<file path="src/rtl/spi_coeff_loader.sv">
// SPI slave receive path for biquad coefficients. Words are burst-written into a
// shadow bank and copied atomically to the active bank by a commit command.
module spi_coeff_loader #(
    parameter int         COEFF_W    = 64,
    parameter logic [7:0] CMD_WRITE  = 8'h02,
    parameter logic [7:0] CMD_COMMIT = 8'h03
) (
    input  logic                      SCLK,
    input  logic                      reset_n,
    input  logic                      CS,
    input  logic                      MOSI,
    output logic signed [COEFF_W-1:0] hp_y1_coeff,
    output logic signed [COEFF_W-1:0] hp_y2_coeff,
    output logic signed [COEFF_W-1:0] hp_x0_coeff,
    output logic signed [COEFF_W-1:0] hp_x1_coeff,
    output logic signed [COEFF_W-1:0] hp_x2_coeff,
    output logic signed [COEFF_W-1:0] lp_y1_coeff,
    output logic signed [COEFF_W-1:0] lp_y2_coeff,
    output logic signed [COEFF_W-1:0] lp_x0_coeff,
    output logic signed [COEFF_W-1:0] lp_x1_coeff,
    output logic signed [COEFF_W-1:0] lp_x2_coeff,
    output logic                      coeff_update_tgl,
    output logic                      bad_addr,
    output logic                      bad_cmd
);
    localparam int NCOEFF = 10;
    localparam int CW     = $clog2(COEFF_W);

    typedef enum logic [1:0] {ST_CMD, ST_ADDR, ST_DATA, ST_IGNORE} state_t;

    state_t             state_q, state_d;
    logic [CW-1:0]      bitcnt_q, bitcnt_d;
    logic [COEFF_W-2:0] shift_q, shift_d;
    logic [7:0]         ptr_q, ptr_d;
    logic [COEFF_W-1:0] word;
    logic               wr_stb, commit_stb, badcmd_stb;

    logic [COEFF_W-1:0] shadow_q [NCOEFF];
    logic [COEFF_W-1:0] active_q [NCOEFF];
    logic               tgl_q, bad_addr_q, bad_cmd_q;

    // Frame state is held cleared whenever CS is high, so every frame starts at bit 0.
    logic frame_rst_n;
    assign frame_rst_n = reset_n & ~CS;

    // The completed word's last bit is MOSI itself on the sampling edge.
    assign word = {shift_q, MOSI};

    always_ff @(posedge SCLK or negedge frame_rst_n) begin
        if (!frame_rst_n) begin
            state_q  <= ST_CMD;
            bitcnt_q <= '0;
            shift_q  <= '0;
            ptr_q    <= '0;
        end else begin
            state_q  <= state_d;
            bitcnt_q <= bitcnt_d;
            shift_q  <= shift_d;
            ptr_q    <= ptr_d;
        end
    end

    always_comb begin
        state_d    = state_q;
        bitcnt_d   = bitcnt_q + CW'(1);
        shift_d    = word[COEFF_W-2:0];
        ptr_d      = ptr_q;
        wr_stb     = 1'b0;
        commit_stb = 1'b0;
        badcmd_stb = 1'b0;
        case (state_q)
            ST_CMD: if (bitcnt_q == CW'(7)) begin
                bitcnt_d = '0;
                if (word[7:0] == CMD_WRITE) begin
                    state_d = ST_ADDR;
                end else if (word[7:0] == CMD_COMMIT) begin
                    commit_stb = 1'b1;
                    state_d    = ST_IGNORE;
                end else begin
                    badcmd_stb = 1'b1;
                    state_d    = ST_IGNORE;
                end
            end
            ST_ADDR: if (bitcnt_q == CW'(7)) begin
                bitcnt_d = '0;
                ptr_d    = word[7:0];
                state_d  = ST_DATA;
            end
            ST_DATA: if (bitcnt_q == CW'(COEFF_W-1)) begin
                bitcnt_d = '0;
                wr_stb   = 1'b1;
                ptr_d    = ptr_q + 8'd1;
            end
            default: begin
                bitcnt_d = bitcnt_q;
                state_d  = ST_IGNORE;
            end
        endcase
    end

    always_ff @(posedge SCLK or negedge reset_n) begin
        if (!reset_n) begin
            for (int i = 0; i < NCOEFF; i++) begin
                shadow_q[i] <= '0;
                active_q[i] <= '0;
            end
            tgl_q      <= 1'b0;
            bad_addr_q <= 1'b0;
            bad_cmd_q  <= 1'b0;
        end else begin
            if (wr_stb) begin
                if (ptr_q < 8'(NCOEFF)) shadow_q[ptr_q[3:0]] <= word;
                else                    bad_addr_q           <= 1'b1;
            end
            if (commit_stb) begin
                active_q <= shadow_q;
                tgl_q    <= ~tgl_q;
            end
            if (badcmd_stb) bad_cmd_q <= 1'b1;
        end
    end

    assign hp_y1_coeff      = active_q[0];
    assign hp_y2_coeff      = active_q[1];
    assign hp_x0_coeff      = active_q[2];
    assign hp_x1_coeff      = active_q[3];
    assign hp_x2_coeff      = active_q[4];
    assign lp_y1_coeff      = active_q[5];
    assign lp_y2_coeff      = active_q[6];
    assign lp_x0_coeff      = active_q[7];
    assign lp_x1_coeff      = active_q[8];
    assign lp_x2_coeff      = active_q[9];
    assign coeff_update_tgl = tgl_q;
    assign bad_addr         = bad_addr_q;
    assign bad_cmd          = bad_cmd_q;
endmodule

</file>
<file path="config.mk">
export PLATFORM = sky130hd
export DESIGN_NAME = spi_coeff_loader
export DESIGN_NICKNAME = d
export VERILOG_FILES = /design/src/rtl/spi_coeff_loader.sv
export SDC_FILE = /design/constraint.sdc
export NUM_CORES = 1
export LEC_CHECK = 0
export CAP_MARGIN = 20
export CORE_MARGIN = 3
export CORE_UTILIZATION = 30
export DETAILED_ROUTE_END_ITERATION = 7
export HOLD_SLACK_MARGIN = 0.06
export SYNTH_ARGS = -nofsm -noshare
export SYNTH_HDL_FRONTEND = slang
export SYNTH_SLANG_ARGS = --single-unit
</file>
<file path="constraint.sdc">
create_clock -name SCLK -period 8.41 [get_ports SCLK]
set_clock_uncertainty 0.1 [all_clocks]
set_input_delay 1.2615 -clock SCLK [delete_from_list [all_inputs] [get_ports SCLK]]
set_output_delay 1.2615 -clock SCLK [all_outputs]
set_load 0.02 [all_outputs]
</file>
==> qor.csv, run 1 <==
stage,metric,value,unit
logic_synthesis,synth.distinct_cells,49,
timing,worstMarginPinSlew,1156,ps
timing,fmax,247.0,MHz
logic_synthesis,yosys_warnings,0,
power_and_ir_drop,powerDensity,209.4,nW/um2
routing,vias_per_cell,4.576,
clock_network,cts.sinks,1362,
power_and_ir_drop,ir_drop,0.0001987,V
floorplanning,die-width,415.9,um
floorplanning,num_rows,149,
power_and_ir_drop,pwr-share-clk,49.4,%
setup_path,reg2reg_from,shift_q[2],
placed_design,portBuffers,646,
global_route,grt_use_total,15.58,%
power_and_ir_drop,pwr-share-comb,1.1,%
clock_network,numCtsBuffers,151,
power_and_ir_drop,p_switching,2.875,mW
global_route,first_global_vias,28760,
clock_network,cts_hold_buf,0,
floorplanning,core,165900,um2
logic_synthesis,yosysTopAreaCell,dfrtp_1,
power_and_ir_drop,p_int,10.52,mW
cells_and_area,filler_cell_count,15560,
routing,ant_nets,0,
logic_synthesis,synth-async-reset-ratio,100.0,%
setup_path,r2r_cells,6,
global_route,antenna_found_initial,2,
logic_synthesis,ys_seq_area_share,67.60,%
cells_and_area,antennaDiodeCount,0,
clock_network,post-cts-setup-buffers,0,
cells_and_area,final_cells,5895,
placed_design,gp_congestion,0.7611,
logic_synthesis,synth_area_leaders,"dfrtp_1 (68%), mux2_2 (28%), buf_2 (1.1%)",
logic_synthesis,yosys_most_used_dff,dfrtp_1,
power_and_ir_drop,power_leakage,31.39,nW
setup_path,crit_path_end_kind,register,
setup_path,required,8960,ps
routing,drt-initial-drc-count,1251,
routing,drc,0,
setup_path,crit_arrival,4600,ps
timing,hold_viol,0,
clock_network,cts_tree,yes,
global_route,grt_overflow,0,
logic_synthesis,synth_cells,2958,
routing,route.vias.total,26980,
clock_network,clockBufferDepth,3,
global_route,grt_pass1_wl,200.4,mm
cells_and_area,layout-drive-gt1-share,41.37,%
clock_network,clock_latency,780,ps
logic_synthesis,synth_most_common_cell,dfrtp_1,
run_status,status,finished clean,
timing,slew_headroom,22.94,%
setup_path,critical_path_peak_fanout,71,
logic_synthesis,netlist.area_leader.share,67.60,%
timing,timing.hold.ws,297.2,ps
timing,rsz0062_at_grt,no,
timing,final.setup.tns,0,ps
power_and_ir_drop,power_frac_seq,49.5,%
clock_network,post_cts_resized,0,
logic_synthesis,synth-seq-cells,1362,
cells_and_area,num-nets-final,3600,
power_and_ir_drop,p_sw_share,21.47,%
setup_path,reg2reg_to,lp_y1_coeff[53],
routing,routedWlPerCell,22.98,um
placed_design,hpwl,86.70,mm
floorplanning,start_util,30.39,%
setup_path,setup.worst_path.start_class,primary input,
floorplanning,die-area,173000,um2
min_path,hp-class,primary input to asynchronous set/reset pin,
routing,drt_wl_total,135.5,mm
routing,first_pass_iters,4,
logic_synthesis,ys_top_cells_by_count,"dfrtp_1 (1,362), mux2_2 (1,247), buf_2 (106)",
clock_network,clk_pin_slew,60,ps
floorplanning,io_pins,647,
timing,min_period,4049,ps
logic_synthesis,synth_area_per_cell,17.04,um2
clock_network,h-tree-depth,4,
logic_synthesis,syn_nets,2967,
global_route,grt_max_degree,173,
setup_path,crit_type,primary input to register,
timing,setup_violations,0,
cells_and_area,fin_util,38.55,%
timing,fin_crit_sh,48.14,%
clock_network,cts-root-buf,clkbuf_16,
flow_run,cap_violations,0,
cells_and_area,area_growth,26.87,%
placed_design,post-place-cells,5627,
timing,finalMaxSlewViolations,0,
logic_synthesis,synth_edf_count,0,
floorplanning,die_height,415.9,um
logic_synthesis,netlist_area,50420,um2
setup_path,r2r_slack,4550,ps
-- state kept, by name, summed over array words and instances, names as in the netlist --
signal / count
bitcnt_q: 6
ptr_q: 8
lp_y1_coeff: 64
coeff_update_tgl: 1
lp_y2_coeff: 64
shadow_q: 640
hp_x2_coeff: 64
lp_x1_coeff: 64
hp_x0_coeff: 64
shift_q: 63
bad_cmd: 1
lp_x2_coeff: 64
hp_x1_coeff: 64
state_q: 2
bad_addr: 1
hp_y2_coeff: 64
lp_x0_coeff: 64
hp_y1_coeff: 64
-- worst max-delay path: stages --
cell	delay, ps
clkdlybuf4s50_1	780
nand3_1	150
nor4_2	320
buf_4	680
buf_4	860
mux2_2	420
-- placed cells by master, fill, tap and decap left out, types with 3 or more instances in the layout --
master              n
clkdlybuf4s50_1   645
inv_16              3
a21oi_1             9
dfrtp_1          1362
mux2_1             33
inv_6               6
nand2_1            11
a2bb2oi_1           5
nand4_1             6
buf_12              5
nor2_1              9
ha_1                5
o21ai_0             7
clkbuf_16         154
xor2_1              3
buf_4              32
nand2_4             3
clkinv_2           16
bufinv_16           8
mux2_2           1247
clkbuf_8           34
nand4_4             6
clkbuf_1           38
inv_1               5
nand3_1             5
-- layer usage --
| layer | GRT usage (%) | up-vias | wire (um) |
|---|---|---|---|
| met5 | 0 | - | 0 |
| met4 | 6.775 | 0 | 5976 |
| met3 | 4.046 | 220 | 7023 |
| met2 | 26.76 | 572 | 68220 |
| met1 | 18.37 | 14470 | 54250 |
| li1 | - | 11710 | - |
-- power groups by stage --
| stage | Sequential, mW | Clock, mW | Combinational [mW] |
|---|---|---|---|
| after global routing | 6.63 | 7.09 | 0.174 |
| after global placement | 6.75 | 0 | 0.155 |
| after detailed placement | 6.75 | 0 | 0.157 |
| final | 6.63 | 6.62 | 0.145 |
| after floorplan | 6.69 | 0 | 0.0341 |
| after CTS | 6.63 | 6.83 | 0.157 |
-- logic make-up (layout without fill, tap and decap cells) --
kind of cell,after synthesis,count (layout),synth area share (%)
flops,1362,1362,67.60
mux,1282,1282,28.63
buf+inv,208,956,2.179
simple gates,63,63,0.9530
compound gates,33,33,0.4268
fa+ha+maj,5,5,0.1241
xor+xnor,5,5,0.08688
-- worst max-delay path by stage --
stage | start | to | slack [ps] | depth (start not counted)
4_1_cts | MOSI | lp_x2_coeff[60] | 4440 | 6
3_5_place_dp | MOSI | lp_y2_coeff[54] | 3580 | 6
2_1_floorplan | CS | bitcnt_q[0] | 2140 | 1
6_report | MOSI | lp_y1_coeff[53] | 4360 | 6
5_1_grt | MOSI | lp_y1_coeff[53] | 4260 | 6
3_3_place_gp | MOSI | hp_x0_coeff[49] | 3560 | 6
-- per-stage QoR --
stage                     setup slack [ps]  power, mW  cell area, um2
after floorplan                       2138      6.729           50420
after global placement                3561      6.905           58930
after detailed placement              3580      6.908           58930
after CTS                             4441      13.62           63970
after global routing                  4264      13.89           63970
final                                 4361      13.39           63970
-- layout make-up --
type	instances	area [um2]	share of cell area, %
tap	2189	2739	4.282
sequential	1362	34080	53.28
timing repair buffer	683	6824	10.67
multi-input combinational	1388	15270	23.87
inverter	5	18.77	0.02934
clock buffer	226	4464	6.979
clock inverter	42	569.3	0.8900
Power figures use the tool's default switching activity.
==> run 2: changes to the inputs <==
- clock period: 8.41 -> 4 ns (I/O delays scaled with it)
==> run 2 against run 1 <==
Flip-flop and latch count did not move. Register-to-register slack got worse by 3800 ps. Largest power group unchanged. Non-clock buffer count rose by 31. Total power rose by 110%. First-iteration DRC count rose by 17%. Die area did not move. Sequential power rose by 110%. Final cell count rose by 0.51%. Global-route usage rose by 0.090 points. Via count rose by 0.60%. Highest routed layer unchanged.
==> qor.csv, run 2 (synthesis gave the netlist of run 1 again) <==
stage,metric,value,unit
timing,fmax,305.6,MHz
setup_path,r2r_cells,7,
power_and_ir_drop,powerDensity,434.6,nW/um2
setup_path,reg2reg_to,hp_x0_coeff[57],
clock_network,cts-root-buf,clkbuf_16,
floorplanning,num_rows,149,
clock_network,clock_latency,770,ps
floorplanning,die-area,173000,um2
timing,hold_viol,0,
cells_and_area,top_register,shadow_q,
timing,min_period,3272,ps
setup_path,required,4540,ps
floorplanning,die-width,415.9,um
timing,slew_headroom,31.40,%
routing,route.vias.total,27140,
clock_network,post_cts_resized,0,
timing,fin_crit_sh,81.81,%
routing,routedWlPerCell,23.07,um
power_and_ir_drop,power,27.98,mW
setup_path,crit_path_end_kind,register,
power_and_ir_drop,power_leakage,31.60,nW
cells_and_area,layout_commonest_cell,dfrtp_1,
placed_design,hpwl,88.61,mm
global_route,grt_overflow,0,
routing,drc,0,
run_status,status,finished clean,
floorplanning,io_pins,647,
timing,final.setup.tns,0,ps
setup_path,crit_type,register to register,
cells_and_area,layout_common_cells,"dfrtp_1 (1,362), mux2_2 (1,247), clkdlybuf4s50_1 (645), clkbuf_16 (151), buf_4 (36)",
power_and_ir_drop,ir_drop,0.0004084,V
cells_and_area,area_growth,27.72,%
setup_path,crit_arrival,3810,ps
cells_and_area,num-nets-final,3628,
global_route,first_global_vias,28970,
min_path,hp-class,primary input to asynchronous set/reset pin,
setup_path,r2r_slack,730,ps
clock_network,cts.sinks,1362,
timing,finalMaxSlewViolations,0,
global_route,grt_pass1_wl,202.4,mm
routing,first_pass_iters,4,
floorplanning,die_height,415.9,um
timing,rsz0062_at_grt,no,
placed_design,portBuffers,646,
placed_design,dpl_cell_area,59480,um2
flow_run,cap_violations,0,
floorplanning,start_util,30.39,%
clock_network,clk_pin_slew,60,ps
timing,setup_violations,0,
routing,drt-initial-drc-count,1466,
setup_path,critical_path_peak_fanout,56,
setup_path,setup.worst_path.start_class,register,
timing,timing.hold.ws,354.3,ps
cells_and_area,filler_cell_count,15420,
clock_network,post-cts-setup-buffers,0,
clock_network,clockBufferDepth,3,
routing,vias_per_cell,4.580,
global_route,antenna_found_initial,1,
routing,ant_nets,0,
clock_network,cts_tree,yes,
clock_network,h-tree-depth,4,
cells_and_area,fin_area,64390,um2
cells_and_area,largest_register_ffs,640,
global_route,grt_use_total,15.67,%
floorplanning,core,165900,um2
global_route,grt_max_degree,143,
cells_and_area,layout-drive-gt1-share,41.97,%
cells_and_area,fin_util,38.81,%
setup_path,reg2reg_from,shift_q[0],
routing,drt_wl_total,136.7,mm
timing,worstMarginPinSlew,1029,ps
placed_design,gp_congestion,0.7363,
clock_network,numCtsBuffers,148,
-- run 2: cell types whose count changed in the layout (fill, tap and decap cells not counted), sizes merged --
cell	before	now
buf	38	68
clkbuf	226	217
clkinv	22	30
dlygate4sd3	0	1
clkinvlp	2	3
inv	15	13
bufinv	8	7
diode	0	2
-- run 2: how the worst max path moves through the flow --
stage / endpoint / from / slack [ps] / depth (start not counted)
floorplan: bitcnt_q[0] / reset_n / 560 / 1
global placement: hp_x2_coeff[48] / shift_q[0] / 650 / 7
detailed placement: hp_y1_coeff[50] / shift_q[0] / 690 / 7
CTS: hp_x0_coeff[57] / shift_q[0] / 670 / 7
global route: lp_x1_coeff[57] / shift_q[0] / 470 / 7
finish: hp_x0_coeff[57] / shift_q[0] / 730 / 7
-- run 2: report_power, final --
group / total [mW] / internal (mW) / switching [mW]
Sequential: 13.9 / 13.8 / 0.117
Clock: 13.7 / 8.06 / 5.67
Combinational: 0.329 / 0.0399 / 0.289
-- run 2: cell type report --
cell class | instances | area [um2] | area share (%)
clock buffer | 217 | 4377 | 6.797
timing repair buffer | 714 | 7385 | 11.47
inverter | 5 | 18.77 | 0.02915
sequential | 1362 | 34080 | 52.93
antenna | 2 | 5.005 | 0.007772
tap | 2189 | 2739 | 4.253
clock inverter | 48 | 519.2 | 0.8064
multi-input combinational | 1388 | 15270 | 23.71
-- run 2: metal layers --
| metal | wire length [um] | GRT usage, % |
|---|---|---|
| met5 | 0 | 0 |
| met2 | 70150 | 27.50 |
| met1 | 57530 | 19.31 |
| met3 | 5130 | 3.147 |
| met4 | 3894 | 4.986 |
-- run 2: per-stage QoR --
step	setup slack, ps	cells
4_1_cts	667.6	5923
3_5_place_dp	688.0	5657
2_1_floorplan	562.4	2958
6_report	727.6	5925
3_3_place_gp	649.7	5657
5_1_grt	475.0	5924
-- run 2: critical path, cell delays in order, from the launching register on --
cell,delay (ps)
dfrtp_1,720
nor4b_2,580
nand3_1,180
nor4_2,340
buf_4,280
buf_4,200
buf_12,300
mux2_2,380
-- run 2: timing repair --
item	in CTS	in global routing
hold buffers	1	0
endpoints found under the hold margin	74	0
endpoints found under the setup margin	0	0
